--- src/rtl/hit_judge.sv ---
// hit_judge: per-lane note hit/miss judging for a three-lane rhythm game.
//
// Each of key[2:0] (active-low pushbutton) is synchronised, debounced and
// turned into a one-cycle press pulse on the debounced high-to-low edge.
// Each lane then tracks where its note is relative to the judging window
// and scores one hit or one miss per note pass.
//
// Ports
//   clk_50     in   1  sole clock
//   rst        in   1  asynchronous reset, active low
//   key        in   4  raw pushbuttons, active low; key[3] is unused
//   en_play    in   1  play enable; when low, lanes idle and score/combo hold
//   y1, y2, y3 in  10  current note top y per lane
//   hit        out  3  one-cycle hit pulse per lane
//   miss       out  3  one-cycle miss pulse per lane
//   score_bcd  out 12  hit count as three BCD digits, saturates at 999
//   combo      out  8  consecutive-hit count, saturates at 255
//
// Lane FSM
//   state  | meaning
//   ABOVE  | note has not reached the window yet (or respawned)
//   WINDOW | note is inside the window and not yet judged
//   DONE   | note judged (hit or miss); waits for respawn

module hit_judge #(
    parameter int DEBOUNCE_CYCLES = 500000,
    parameter int WIN_TOP         = 384,
    parameter int WIN_BOT         = 424
) (
    input  logic        clk_50,
    input  logic        rst,
    input  logic [3:0]  key,
    input  logic        en_play,
    input  logic [9:0]  y1,
    input  logic [9:0]  y2,
    input  logic [9:0]  y3,
    output logic [2:0]  hit,
    output logic [2:0]  miss,
    output logic [11:0] score_bcd,
    output logic [7:0]  combo
);

    localparam logic [1:0] ST_ABOVE  = 2'd0;
    localparam logic [1:0] ST_WINDOW = 2'd1;
    localparam logic [1:0] ST_DONE   = 2'd2;

    localparam int CW = (DEBOUNCE_CYCLES > 1) ? $clog2(DEBOUNCE_CYCLES) : 1;
    localparam logic [CW-1:0] CNT_LOAD = CW'(DEBOUNCE_CYCLES - 1);
    localparam logic [CW-1:0] CNT_TERM = CW'(1);
    localparam logic [9:0]    TOP_Y    = 10'(WIN_TOP);
    localparam logic [9:0]    BOT_Y    = 10'(WIN_BOT);

    logic          key_unused;
    logic [2:0]    sync1, sync2, db_level, db_prev, press;
    logic [CW-1:0] db_cnt [3];

    logic [1:0]    state     [3];
    logic [1:0]    state_nxt [3];
    logic [9:0]    y_cur     [3];
    logic [9:0]    y_prev    [3];
    logic [2:0]    hit_nxt, miss_nxt, bad_nxt;
    logic [1:0]    hit_cnt;
    logic [8:0]    combo_sum;
    logic [7:0]    combo_nxt;

    assign key_unused = key[3];
    assign y_cur[0] = y1;
    assign y_cur[1] = y2;
    assign y_cur[2] = y3;

    // Debounce: a down-counter is loaded on the first sample that disagrees
    // with the accepted level and the level flips when it reaches terminal
    // count; any agreeing sample returns the counter to idle (0).
    always_ff @(posedge clk_50 or negedge rst) begin
        if (!rst) begin
            sync1    <= '1;
            sync2    <= '1;
            db_level <= '1;
            db_prev  <= '1;
            press    <= '0;
            for (int i = 0; i < 3; i++) db_cnt[i] <= '0;
        end else begin
            sync1   <= key[2:0];
            sync2   <= sync1;
            db_prev <= db_level;
            press   <= db_prev & ~db_level;
            for (int i = 0; i < 3; i++) begin
                if (sync2[i] == db_level[i]) begin
                    db_cnt[i] <= '0;
                end else if (DEBOUNCE_CYCLES == 1 || db_cnt[i] == CNT_TERM) begin
                    db_level[i] <= sync2[i];
                    db_cnt[i]   <= '0;
                end else if (db_cnt[i] == '0) begin
                    db_cnt[i] <= CNT_LOAD;
                end else begin
                    db_cnt[i] <= db_cnt[i] - 1'b1;
                end
            end
        end
    end

    // A press outside WINDOW is a bad press even in a respawn cycle; a press
    // in WINDOW during respawn is simply dropped along with the note.
    always_comb begin
        hit_nxt  = '0;
        miss_nxt = '0;
        bad_nxt  = '0;
        for (int i = 0; i < 3; i++) begin
            state_nxt[i] = state[i];
            if (!en_play) begin
                state_nxt[i] = ST_ABOVE;
            end else begin
                bad_nxt[i] = press[i] && (state[i] != ST_WINDOW);
                if (y_cur[i] < y_prev[i]) begin
                    state_nxt[i] = ST_ABOVE;
                end else begin
                    case (state[i])
                        ST_ABOVE: begin
                            if (y_cur[i] >= BOT_Y) begin
                                miss_nxt[i]  = 1'b1;
                                state_nxt[i] = ST_DONE;
                            end else if (y_cur[i] >= TOP_Y) begin
                                state_nxt[i] = ST_WINDOW;
                            end
                        end
                        ST_WINDOW: begin
                            if (press[i]) begin
                                hit_nxt[i]   = 1'b1;
                                state_nxt[i] = ST_DONE;
                            end else if (y_cur[i] >= BOT_Y) begin
                                miss_nxt[i]  = 1'b1;
                                state_nxt[i] = ST_DONE;
                            end
                        end
                        ST_DONE: ;
                        default: state_nxt[i] = ST_ABOVE;
                    endcase
                end
            end
        end
    end

    function automatic logic [11:0] bcd_add(input logic [11:0] s, input logic [1:0] n);
        logic [4:0] u, t, h;
        u = {1'b0, s[3:0]} + {3'b000, n};
        t = {1'b0, s[7:4]};
        h = {1'b0, s[11:8]};
        if (u > 5'd9) begin
            u = u - 5'd10;
            t = t + 5'd1;
        end
        if (t > 5'd9) begin
            t = t - 5'd10;
            h = h + 5'd1;
        end
        if (h > 5'd9) return 12'h999;
        return {h[3:0], t[3:0], u[3:0]};
    endfunction

    assign hit_cnt   = 2'(hit_nxt[0]) + 2'(hit_nxt[1]) + 2'(hit_nxt[2]);
    assign combo_sum = {1'b0, combo} + {7'b0, hit_cnt};

    always_comb begin
        combo_nxt = combo_sum[8] ? 8'hFF : combo_sum[7:0];
        if (|miss_nxt || |bad_nxt) combo_nxt = 8'd0;
    end

    always_ff @(posedge clk_50 or negedge rst) begin
        if (!rst) begin
            hit       <= '0;
            miss      <= '0;
            score_bcd <= 12'h000;
            combo     <= 8'd0;
            for (int i = 0; i < 3; i++) begin
                state[i]  <= ST_ABOVE;
                y_prev[i] <= '0;
            end
        end else begin
            hit       <= hit_nxt;
            miss      <= miss_nxt;
            score_bcd <= bcd_add(score_bcd, hit_cnt);
            combo     <= combo_nxt;
            for (int i = 0; i < 3; i++) begin
                state[i]  <= state_nxt[i];
                y_prev[i] <= y_cur[i];
            end
        end
    end

endmodule

--- config.mk ---
export PLATFORM = sky130hd
export DESIGN_NAME = hit_judge
export DESIGN_NICKNAME = d
export VERILOG_FILES = /design/src/rtl/hit_judge.sv
export SDC_FILE = /design/constraint.sdc
export NUM_CORES = 1
export LEC_CHECK = 0
export ABC_CLOCK_PERIOD_IN_PS = 6950
export BUFFER_PORTS_ARGS = -buffer_cell sky130_fd_sc_hd__buf_2
export CAP_MARGIN = 30
export CORE_MARGIN = 2
export CORE_UTILIZATION = 55
export CTS_BUF_LIST = sky130_fd_sc_hd__clkbuf_16
export DETAILED_ROUTE_END_ITERATION = 7
export PLACE_DENSITY = 0.73
export SYNTH_ARGS = -nofsm -noshare
export SYNTH_HDL_FRONTEND = slang
export SYNTH_SLANG_ARGS = --single-unit
export TNS_END_PERCENT = 50
--- constraint.sdc ---
create_clock -name clk_50 -period 6.95 [get_ports clk_50]
set_clock_uncertainty 0.2 [all_clocks]
set_input_delay 0.3475 -clock clk_50 [delete_from_list [all_inputs] [get_ports clk_50]]
set_output_delay 0.3475 -clock clk_50 [all_outputs]
set_load 0.01 [all_outputs]
* Word-level counts from Yosys, hierarchy flattened
Index checks and enable logic that the tools add are counted.
** Word-level totals
- Bits in registers :: 134
- Output and inout port bits :: 26
** Operators by class
- Multiplexer cells :: 69
- Eq/ne operators :: 24
- Add/subtract/negate cells :: 11
- Reductions and logical operators :: 18
- Bitwise operators :: 5
- Magnitude comparators :: 12
** Operators with widths (number)
- 2-to-1 mux 19 bit :: 9
- greater-or-equal comparator 10 x 9 -> 1 bit (second input constant) :: 6
- equality test 19 x 1 -> 1 bit (second input constant) :: 3
- logical NOT 19 bit :: 3
- subtractor 19 x 1 -> 19 bit (second input constant) :: 3
- 2-to-1 mux 2 bit :: 18
- less-than comparator 10 bit :: 3
- inequality test 5 bit (second input constant) :: 6
- 2-to-1 mux 1 bit :: 28
- 2-to-1 mux 12 bit :: 2
- case mux 2 bit (3 select lines) :: 3
- 2-to-1 mux 8 bit :: 2
- greater-than comparator 5 x 4 -> 1 bit (second input constant) :: 3
- adder 4 x 1 -> 5 bit (second input constant) :: 2
- 2-to-1 mux 5 bit :: 2
- adder 8 x 2 -> 9 bit :: 1
- inequality test 3 bit (second input constant) :: 3
- AND reduction 3 bit :: 3
- 2-to-1 mux 4 bit :: 2
- subtractor 4 bit (second input constant) :: 2
- equality test 2 x 1 -> 1 bit (second input constant) :: 3
- equality test 2 bit (second input constant) :: 3
- logical NOT 2 bit :: 3
- inequality test 2 x 1 -> 1 bit (second input constant) :: 3
- other kinds (12) :: 23

* Logic depth before layout (Yosys ltp)
- Depth after elaboration :: 14
- Gate-level depth with buffers :: 21
- Gate-level depth less buffers :: 20

* Least setup slack after synthesis
No wires, ideal clock.
- Kind :: in2reg
- Start :: input port y2[8]
- End :: register score_bcd[3]
- Arrival time :: 5.107 ns
- Stages on the path :: 20
- Setup time :: 0.126 ns
- Path slack :: 1.516 ns
- Required time :: 6.624 ns
- Cells stage by stage :: ha_1 > o21ai_0 > nand2b_1 > a21oi_1 > a211oi_1 > nand3_1 > or2_2 > fa_1 > inv_1 > ha_1 > fa_1 > clkbuf_1 > nor3_1 > a211o_4 > a2111oi_4 > a311oi_4 > and4_1 > o211a_1 > buf_6 > a311o_1
** Between the ends
- Word-level cells in the longest chain between the ends :: 13
- Elaborated cells on any way between the ends :: 15
- Classes of those cells :: 4 x add/sub; 4 x order compare; 7 x mux
** RTL lines
- start, declared :: RTL line 35 : input logic [9:0] y2,
- less-than comparator 10 bit * :: RTL line 114 : if (y_cur[i] < y_prev[i]) begin
- 2-to-1 mux 1 bit * :: RTL line 114
- 2-to-1 mux 1 bit * :: RTL line 110 : if (!en_play) begin
- adder 1 x 1 -> 2 bit * :: RTL line 160 : assign hit_cnt = 2'(hit_nxt[0]) + 2'(hit_nxt[1]) + 2'(hit_nxt[2]);
- adder 2 x 1 -> 2 bit * :: RTL line 160
- adder 4 x 2 -> 5 bit * :: RTL line 145 : u = {1'b0, s[3:0]} + {3'b000, n};
- greater-than comparator 5 x 4 -> 1 bit :: RTL line 148 : if (u > 5'd9) begin
- 2-to-1 mux 5 bit :: RTL line 148
- greater-than comparator 5 x 4 -> 1 bit :: RTL line 152 : if (t > 5'd9) begin
- 2-to-1 mux 5 bit :: RTL line 152
- greater-than comparator 5 x 4 -> 1 bit :: RTL line 156 : if (h > 5'd9) return 12'h999;
- 2-to-1 mux 1 bit :: RTL line 156
- 2-to-1 mux 12 bit * :: RTL line 157 : return {h[3:0], t[3:0], u[3:0]};
- end signal, assigned :: RTL line 181 : score_bcd <= bcd_add(score_bcd, hit_cnt);
- end, declared :: RTL line 39 : output logic [11:0] score_bcd,
Mark *: on every way between the ends. The rest lies on a longest branch, timed or not.
A chain may end at the register's enable or synchronous reset.

* Final worst setup path
- Start :: input port y2[9]
- End :: register score_bcd[2]
Same word-level chain as after synthesis.

==> metrics.log <==
[metrics] clock latency at the later pin of the worst-skew pair: 420 ps
[metrics] number of warning messages in the yosys log: 0
[metrics] number of flops mapped to enable cells by yosys: 0
[metrics] required time at the worst-slack endpoint: 7060 ps
[metrics] summed negative setup slack over all endpoints: 0 ps
[metrics] number of clock sinks seen by CTS: 134
[metrics] sequential element share of the synthesized area: 0.506
[metrics] detailed-placement wirelength estimate: 9180 µm
[metrics] dominant register cell in the synthesized netlist: dfrtp_1
[metrics] Hold Crit Class: in2reg
[metrics] H-tree levels: 4
[metrics] antenna cells: 0
[metrics] area of all sequential standard cells: 0.00337 mm²
[metrics] GRT Resource Usage Total: 0.230
[metrics] number of rows created at floorplan: 40
[metrics] remaining antenna violation count after routing: 0
[metrics] routed wirelength normalized by instance count: 14.7 µm
[metrics] fraction of power consumed by sequential logic: 0.389
[metrics] Net Switching: 890 µW
[metrics] worst slew margin relative to its limit: 0.510
[metrics] crit path max fanout: 11
[metrics] Synth Net Count: 721
[metrics] actual slew at the worst max-slew pin: 736 ps
[metrics] DRC: 0
[metrics] weighted congestion at the end of routability-driven global placement: 0.838
[metrics] cts repair resizes: 0
[metrics] Worst Reg2Reg Path Length in Cells: 19
[metrics] Critical Path Source Type: primary input
[metrics] number of vias in the routed layout: 4972
[metrics] hold-critical path depth: 3
[metrics] slowest cell delay on critical path: 700 ps
[metrics] kind of cell adding the most delay to the critical path: adder cells
[metrics] CTS clock-pin slew for the worst setup and hold paths: 50 ps
[metrics] reported max-cap violation count: 0
[metrics] maximum number of pins on one net before global-route repair: 77
[metrics] cell-internal power: 1820 µW
[metrics] placeable core region: 0.0119 mm²
[metrics] Yosys top cell by area: dfrtp_1
[metrics] Die Ht: 114 µm
[metrics] top cells by area, synth: dfrtp_1 46%, ha_1 7.7%, dfstp_2 4.7%
[metrics] FMAX: 161 MHz
[metrics] arrival time at the worst endpoint: 6310 ps
[metrics] iteration-0 DRC count of the detailed router: 333
[metrics] number of CTS-inserted buffers: 17
[metrics] final worst-path cycle share: 0.891
[metrics] number of nets in the layout: 827
[metrics] endpoints failing hold: 0
[metrics] part of the power in the clock network: 0.320
[metrics] cell chain of the critical path: dlygate4sd3_1 > buf_2 > ha_1 > a2111oi_0 > a211oi_1 > nand3_1 > or2_2 > fa_1 > inv_1 > ha_1 > fa_1 > nor3_1 > a211o_4 > or4_1 > a311oi_4 > and4_1 > o211a_1 > and2b_1
[metrics] proportion of layout cells with a drive suffix above 1: 0.155
[metrics] CP max-delay cell: fa_1
[metrics] endpoint of the worst hold-timing path: hit[0]
[metrics] library cell used as clock root buffer: clkbuf_16
[metrics] Slew Limit Fails: 0
[metrics] number of distinct library cells after synthesis: 59
[metrics] area occupied by multi-input gates: 0.00304 mm²
[metrics] total wire length after detailed routing: 13400 µm
[metrics] hold_buf cts: 34
[metrics] launch point of the worst hold path: en_play
[metrics] total of endpoints with negative setup slack in the final report: 0
[metrics] setup repair after global routing missed its margin: false
[metrics] CTS tree: yes
[metrics] Final min period: 6190 ps
[metrics] number of global-route vias before repair: 5278
[metrics] cell area power density: 337 mW/mm²
[metrics] antenna violations before repair: 0
[metrics] width of the die: 114 µm
[metrics] area delta synth->final: 20.9%
[metrics] top cell type's share of synthesized area: 0.459
[metrics] mean instance size in the synthesized netlist: 10.4 µm²
[metrics] die outline area: 0.0130 mm²
[metrics] endpoint type of the worst setup path: flip-flop
[metrics] FF-to-FF Start: y_prev[18]
[metrics] instance count on the critical path: 18
[metrics] Critical R2R Capture: score_bcd[2]
[metrics] combinational share of power: 0.290
[metrics] post-synth design cell area: 0.00665 mm²
[metrics] WS Path Type: in2reg
[metrics] number of port buffers: 61
[metrics] most numerous cell in the Yosys netlist: dfrtp_1
[metrics] #FFs+latches synth: 134
[metrics] overflow left after global routing: 0
[metrics] Bufs on Longest Clock Path: 2
[metrics] instance count of the mapped netlist: 640
[metrics] Initial Utilization: 0.559
[metrics] R2R setup slack: 1030 ps
[metrics] Peak VDD IR: 0.228 mV
[metrics] routed vias/inst: 5.49
[metrics] ranking of synthesized cells by instance count: 122 x dfrtp_1, 60 x nor2_1, 51 x inv_1
[metrics] Final Instance Count excl. Fillers: 906
[metrics] number of iterations in the first detailed-routing pass: 4
[metrics] Leakage Power: 0.00385 µW
[metrics] wire length of the first global-routing pass: 23700 µm
[metrics] buffers and inverters on the worst path: 3
[metrics] ports placed on the boundary: 63
[metrics] setup repair bufs after CTS: 0
[metrics] proportion of synthesized flip-flops having asynchronous set or reset: 1.00
[metrics] number of cells after detailed placement: 839
[metrics] fillers: 919
[metrics] Switching Fraction: 0.328
[metrics] status: finished clean
## sequential cells by signal (all words and copies together), names as in the netlist
| register | cells |
|---|---|
| hit | 3 |
| score_bcd | 12 |
| press | 3 |
| db_level | 3 |
| sync1 | 3 |
| state | 6 |
| y_prev | 30 |
| miss | 3 |
| sync2 | 3 |
| combo | 8 |
| db_prev | 3 |
| db_cnt | 57 |
## cell families (layout without fill, tap and decap cells)
| group | Yosys count | count (layout) | synth area share |
|---|---|---|---|
| compound gates | 114 | 114 | 0.113 |
| buf+inv | 61 | 180 | 0.0369 |
| xor+xnor | 58 | 58 | 0.0764 |
| flops | 134 | 134 | 0.506 |
| simple gates | 221 | 221 | 0.168 |
| mux | 8 | 8 | 0.0128 |
| fa+ha+maj | 44 | 44 | 0.0861 |
## layer usage
metal	wire length, µm	track usage	vias up
met2	6720	0.392	96
met4	224	0.0821	0
met1	5870	0.274	2419
met5	0	0	-
li1	-	-	2435
met3	538	0.0744	22
## power groups by stage
stage / clock network (µW) / logic, µW / registers [µW]
finish: 868 / 786 / 1060
global route: 926 / 900 / 1080
CTS: 887 / 791 / 1050
detailed placement: 0 / 763 / 1060
global placement: 0 / 735 / 1050
floorplan: 0 / 603 / 1040
## how the worst max path moves through the flow
| stage | startpoint | to |
|---|---|---|
| 3_3_place_gp | y2[9] | score_bcd[2] |
| 5_1_grt | y2[9] | score_bcd[2] |
| 6_report | y2[9] | score_bcd[2] |
| 4_1_cts | y2[9] | score_bcd[2] |
| 3_5_place_dp | y2[9] | score_bcd[2] |
| 2_1_floorplan | y2[8] | score_bcd[3] |
## worst register-to-register path, stage by stage, from the launching register on
cell and delay, ps:
dfrtp_1 330, inv_1 40, ha_1 250, o21ai_0 70
nand2b_1 80, a21oi_1 70, a211oi_1 360, nand3_1 190
or2_2 350, fa_1 540, inv_1 60, ha_1 230
fa_1 700, nor3_1 100, a211o_4 310, or4_1 550
a311oi_4 480, and4_1 310, o211a_1 360, and2b_1 220
## stage by stage
step	total power (µW)	util	hold slack (ps)	instance area (µm²)	setup WS, ps
after global routing	2900	0.675	110	8040	414
after detailed placement	1830	0.596	150	7100	934
after global placement	1790	0.596	147	7100	1090
final	2710	0.675	106	8040	755
after floorplan	1640	-	-148	6650	1520
after CTS	2730	0.673	93.0	8010	776
## layout by cell type (no fill, tap or decap), types with 7 or more instances in the layout
cell / netlist / final
a211oi_1: 13 / 13
a21o_1: 8 / 8
a21oi_1: 45 / 45
buf_2: 1 / 60
clkbuf_16: 0 / 17
dfrtp_1: 122 / 122
dfstp_2: 12 / 12
dlygate4sd3_1: 0 / 34
ha_1: 41 / 41
inv_1: 51 / 55
nand2_1: 39 / 39
nand2b_1: 17 / 17
nand3_1: 17 / 17
nor2_1: 60 / 60
nor2b_1: 7 / 7
nor3_1: 25 / 25
nor4_1: 10 / 10
o21ai_0: 20 / 20
or3_1: 10 / 10
xnor2_1: 35 / 35
xor2_1: 23 / 23
## layout make-up
| type | instances | area share |
|---|---|---|
| sequential | 134 | 0.419 |
| timing repair buffer | 97 | 0.0850 |
| inverter | 51 | 0.0238 |
| clock buffer | 17 | 0.0529 |
| tap | 147 | 0.0229 |
| multi-input combinational | 445 | 0.378 |
| clock inverter | 15 | 0.0185 |
No activity file was read; power rests on OpenSTA's default activity.
